## src/rtl/wave_scanner.sv

```systemverilog
// Scans a precomputed wave table once per frame, emitting WIDTH samples with a scrolling
// start phase, and requests table recomputation from the wave generator on frequency changes.
module wave_scanner #(
  parameter int unsigned WIDTH     = 1024,
  parameter int unsigned LOG_WIDTH = 10
) (
  input  logic                 clock,
  input  logic                 reset,
  input  logic [4:0]           freq_req,
  input  logic                 freq_req_valid,
  input  logic                 frame_start,
  input  logic [3:0]           scroll_step,
  input  logic                 wave_ready,
  input  logic [10:0]          period,
  input  logic [9:0]           wave_height,
  output logic [4:0]           freq_id,
  output logic                 new_f,
  output logic [10:0]          index,
  output logic                 sample_valid,
  output logic [LOG_WIDTH-1:0] sample_x,
  output logic [9:0]           sample_height,
  output logic                 busy,
  output logic                 frame_miss
);

  typedef enum logic [1:0] {StReq, StWait, StReady, StScan} state_e;

  localparam logic [LOG_WIDTH-1:0] XLast = LOG_WIDTH'(WIDTH - 1);

  state_e               state;
  logic [10:0]          p_reg;
  logic [10:0]          offset;
  logic [10:0]          rd;
  logic [LOG_WIDTH-1:0] x;
  logic                 pend_valid;
  logic [4:0]           pend_id;
  logic                 pipe_valid;
  logic [LOG_WIDTH-1:0] pipe_x;

  logic [11:0] step_sum;
  logic [11:0] step_wrap;
  logic [10:0] offset_next;
  logic [10:0] rd_next;
  logic        scan_start;

  // Scroll phase update; a second overflow (step larger than the table) snaps to 0.
  always_comb begin
    step_sum  = {1'b0, offset} + {8'd0, scroll_step};
    step_wrap = step_sum;
    if (step_wrap >= {1'b0, p_reg}) step_wrap = step_wrap - {1'b0, p_reg};
    if (step_wrap >= {1'b0, p_reg}) step_wrap = '0;
    offset_next = step_wrap[10:0];
  end

  always_comb begin
    rd_next = rd + 11'd1;
    if (p_reg == 11'd0 || rd == p_reg - 11'd1) rd_next = '0;
  end

  assign scan_start = (state == StReady) && !pend_valid && frame_start;
  assign index      = (state == StScan) ? rd : '0;
  assign busy       = (state != StReady);

  always_ff @(posedge clock or posedge reset) begin
    if (reset) begin
      state      <= StWait;
      freq_id    <= '0;
      new_f      <= 1'b0;
      frame_miss <= 1'b0;
      p_reg      <= '0;
      offset     <= '0;
      rd         <= '0;
      x          <= '0;
      pend_valid <= 1'b0;
      pend_id    <= '0;
    end else begin
      new_f      <= 1'b0;
      frame_miss <= frame_start && !scan_start;

      // A request arriving on the service edge becomes the new pending one.
      if (freq_req_valid) begin
        pend_valid <= 1'b1;
        pend_id    <= freq_req;
      end else if (state == StReady && pend_valid) begin
        pend_valid <= 1'b0;
      end

      unique case (state)
        StReq: begin
          state <= StWait;
        end
        StWait: begin
          if (wave_ready) begin
            state  <= StReady;
            p_reg  <= period;
            offset <= '0;
          end
        end
        StReady: begin
          if (pend_valid) begin
            state   <= StReq;
            freq_id <= pend_id;
            new_f   <= 1'b1;
          end else if (frame_start) begin
            state  <= StScan;
            offset <= offset_next;
            rd     <= offset_next;
            x      <= '0;
          end
        end
        StScan: begin
          rd <= rd_next;
          if (x == XLast) begin
            state <= StReady;
          end else begin
            x <= x + LOG_WIDTH'(1);
          end
        end
        default: state <= StWait;
      endcase
    end
  end

  // Two-stage read pipeline: table data returns one cycle after index, then is registered.
  always_ff @(posedge clock or posedge reset) begin
    if (reset) begin
      pipe_valid    <= 1'b0;
      pipe_x        <= '0;
      sample_valid  <= 1'b0;
      sample_x      <= '0;
      sample_height <= '0;
    end else begin
      pipe_valid   <= (state == StScan);
      pipe_x       <= x;
      sample_valid <= pipe_valid;
      if (pipe_valid) begin
        sample_x      <= pipe_x;
        sample_height <= wave_height;
      end
    end
  end

endmodule

```

## config.mk

```make
export PLATFORM = sky130hd
export DESIGN_NAME = wave_scanner
export DESIGN_NICKNAME = d
export VERILOG_FILES = /design/src/rtl/wave_scanner.sv
export SDC_FILE = /design/constraint.sdc
export NUM_CORES = 1
export LEC_CHECK = 0
export CAP_MARGIN = 15
export CORE_UTILIZATION = 55
export CTS_CLUSTER_DIAMETER = 200
export CTS_CLUSTER_SIZE = 10
export DETAILED_ROUTE_END_ITERATION = 10
export MAX_ROUTING_LAYER = met4
export PLACE_DENSITY = 0.76
export SLEW_MARGIN = 10
export SYNTH_ARGS = -nofsm -noshare
export SYNTH_HDL_FRONTEND = slang
export SYNTH_SLANG_ARGS = --single-unit
```

## constraint.sdc

```tcl
create_clock -name clock -period 5.9 [get_ports clock]
set_input_delay 1.475 -clock clock [delete_from_list [all_inputs] [get_ports clock]]
set_output_delay 1.475 -clock clock [all_outputs]
set_load 0.03 [all_outputs]
```

==> out/qor.csv <==
metric,value,unit
Tightest Pin Transition,0.9600,ns
final worst setup slack,0.04111,ns
final hold slack,0.4156,ns
Die ar.,9961,µm²
Post-Synth Simple-Gate Area,15.20,%
Pwr Total,3.157,mW
Detail Route Antenna Nets,0,
Iter 0 DRT Violations,189,
Clock power frac,12.7,%
Total GRT Usage,27.23,%
Net Sw Power,1.361,mW
top cell type's share of synthesized area,42.33,%
largest family of logic cells by synthesized area,simple AND/OR/NAND/NOR gates,
Sw Share,43.11,%
First-pass DRT Iterations,4,
Filler cells,625,
"FFs w/ async S/R, synth",100.0,%
fin util,76.44,%
Die X,99.81,µm
Tcrit/Tclk final,99.30,%
Synth area leaders,"dfrtp_1 (42%), mux2_2 (9.8%), ha_1 (6.9%)",
overflow left after global routing,0,
Vias/cell,5.809,
via count,4554,
first-pass GRT wire length,20720,µm
xor/xnor cell area share of the yosys netlist,4.994,%
fin crit period,5.859,ns
mapped cell area,5261,µm²
CTS Buf Count,9,
final setup fails,0,
Crit. Startpoint,scroll_step[0],
post-synthesis register bit count,90,
worst rel slew slack,36.00,%
DR WL/cell,17.09,µm
syn nets,586,
P&R area growth vs syn,34.24,%
DP HPWL,9573,µm
core area,9240,µm²
CP Class,in -> reg,
unique cell type count in the Yosys netlist,58,
Bufs on Longest Clock Path,2,
dominant cell type by area after synthesis,dfrtp_1,
fin nets,716,
top_reg_cell synth,dfrtp_1,
"Reg clk slew, reported paths",0.10,ns
most frequent cells after synthesis,"dfrtp_1 (89), mux2_2 (46), inv_1 (38)",
Peak VDD IR,0.0002470,V
CTS tree,built,
routability congestion estimate,0.9018,
Post-Synth Adder-Cell Area,7.658,%
pre-CTS setup slack,-0.7111,ns
htree depth,3,
status,"finished, final reports clean",
internal power,1.796,mW
Mapped Cells,520,
mux contribution to synthesized area,10.80,%
Setup Skew,0.01497,ns
hold violation total from the final report,0,
R2R setup slack,0.80,ns
io pins,75,
Logic pwr share,53.9,%
Crit path arrival time,6.13,ns
"Max FO, Critical Path",5,
Max Clk Rate,0.1707,GHz
max cap viols,0,
Post-Layout Cell Count,784,
crit start category,primary input,
Yosys Warn Count,0,
die height,99.81,µm
IO Port Bufs,74,
Hold Path Origin,x[8],
Reg2Reg Launch Point,offset[1],
worst skew pair latency,0.36,ns
vias in the first global route,4307,
power per cell area,446.9,nW/µm²
"Slew Viols, Final",0,
Placed Cells,752,
worst min-delay path class,reg -> reg,
Synth Area in Compound Gates,14.65,%
Initial Utilization,56.94,%
initial antenna violation count,0,
CTS root buf,clkbuf_8,
layout cells sized above 1,27.02,%
FF-to-FF End,rd[8],
"Seq/Total Area, Yosys",42.83,%
Post-synth EDFFs,0,
Worst Hold Path EP,pipe_x[8],
CP endpoint kind,register,
Antenna Cells,0,
Remaining DRCs,0,
CTS Sinks,90,
"Data required, critical path",6.17,ns
hold depth,0,
Seq pwr share,33.4,%
"count leader, synth",dfrtp_1,
largest net degree at the start of global routing,58,
final wirelength,13400,µm
r2r worst-path depth,21,
Lkg Pwr,3.203,nW
num rows,35,
syn_area_per_cell,10.12,µm²
power by group through the flow:
stage          clock, mW  sequential (mW)  combinational, mW
5_1_grt            0.434             1.09               1.84
2_1_floorplan          0             1.11              0.924
6_report           0.402             1.05               1.70
3_5_place_dp           0             1.06               1.55
4_1_cts            0.412             1.05               1.60
3_3_place_gp           0             1.05               1.51
cells in the final DEF, fill, tap and decap left out, types with 5 or more instances in the layout:
cell type,n
a211oi_1,7
nor2_1,26
o21ai_0,21
and3_1,13
clkbuf_8,9
a21oi_2,7
xnor2_1,12
a21o_1,9
buf_4,56
ha_4,8
nand3_1,22
inv_1,37
nor4_1,5
nor2b_1,6
xor2_1,17
nor3_1,6
ha_1,21
mux2_2,46
nand2_1,34
dfrtp_1,89
a21oi_1,18
clkdlybuf4s50_1,70
worst max-delay path, stage by stage:
cell and delay [ns]:
clkbuf_2 0.11, ha_4 0.17, buf_4 0.13, a211o_1 0.31, a21oi_4 0.19, nor3b_2 0.09
xor2_1 0.37, ha_1 0.34, a21oi_1 0.22, o221ai_2 0.13, a21oi_2 0.23, o2111ai_4 0.19
buf_4 0.19, mux2_2 0.31, ha_4 0.22, a21o_1 0.18, a21oi_2 0.13, o21ai_1 0.08
a211o_1 0.33, nor3b_4 0.32, buf_4 0.18, nand3_1 0.11, o21ai_0 0.11
timing repair:
item / CTS / global route
pin swaps: 15 / 23
gates cloned: 0 / 0
setup buffers: 9 / 6
setup endpoints to repair: 22 / 22
hold buffers: 0 / 0
gates resized for setup: 24 / 33
metrics by stage:
step	setup TNS, ns	instance area, µm²
final	0	7063
after global routing	-1.955	7063
after CTS	0	6838
after detailed placement	-14.36	6467
after global placement	-11.28	6467
after floorplan	0	5290
kinds of logic (layout without fill, tap and decap cells):
| group | Yosys count | count (layout) |
|---|---|---|
| compound gates | 112 | 112 |
| fa+ha+maj | 31 | 31 |
| mux | 51 | 51 |
| flops | 90 | 90 |
| buf+inv | 54 | 189 |
| xor+xnor | 30 | 30 |
| simple gates | 152 | 152 |
area by class of cell:
cell class              instances  area [µm²]  area share [%]
multi-input cells             376        3105           43.97
clock inverters                 7       68.82          0.9743
well taps                     129       161.4           2.285
inverters                      38       143.9           2.037
repair buffers                135        1206           17.08
flip-flops and latches         90        2253           31.90
clock buffers                   9       123.9           1.754
routing by layer:
metal  routed length (µm)  GRT usage, %  vias up  share of wire, %
met4                  348         9.502        0               2.6
met2                 6645         45.15      153                50
met1                 5721         34.85     2237                43
li1                     -             -     2132                 -
met3                  679         3.064       32               5.1
met5                    0             -        -                 0
worst max-delay path by stage:
stage                     endpoint  cells past startpoint
after floorplan              rd[9]                     22
after global placement       rd[2]                     21
after detailed placement     rd[9]                     21
after CTS                    rd[3]                     25
after global routing         rd[2]                     24
final                        rd[8]                     23
No activity file was read; power rests on OpenSTA's default activity.
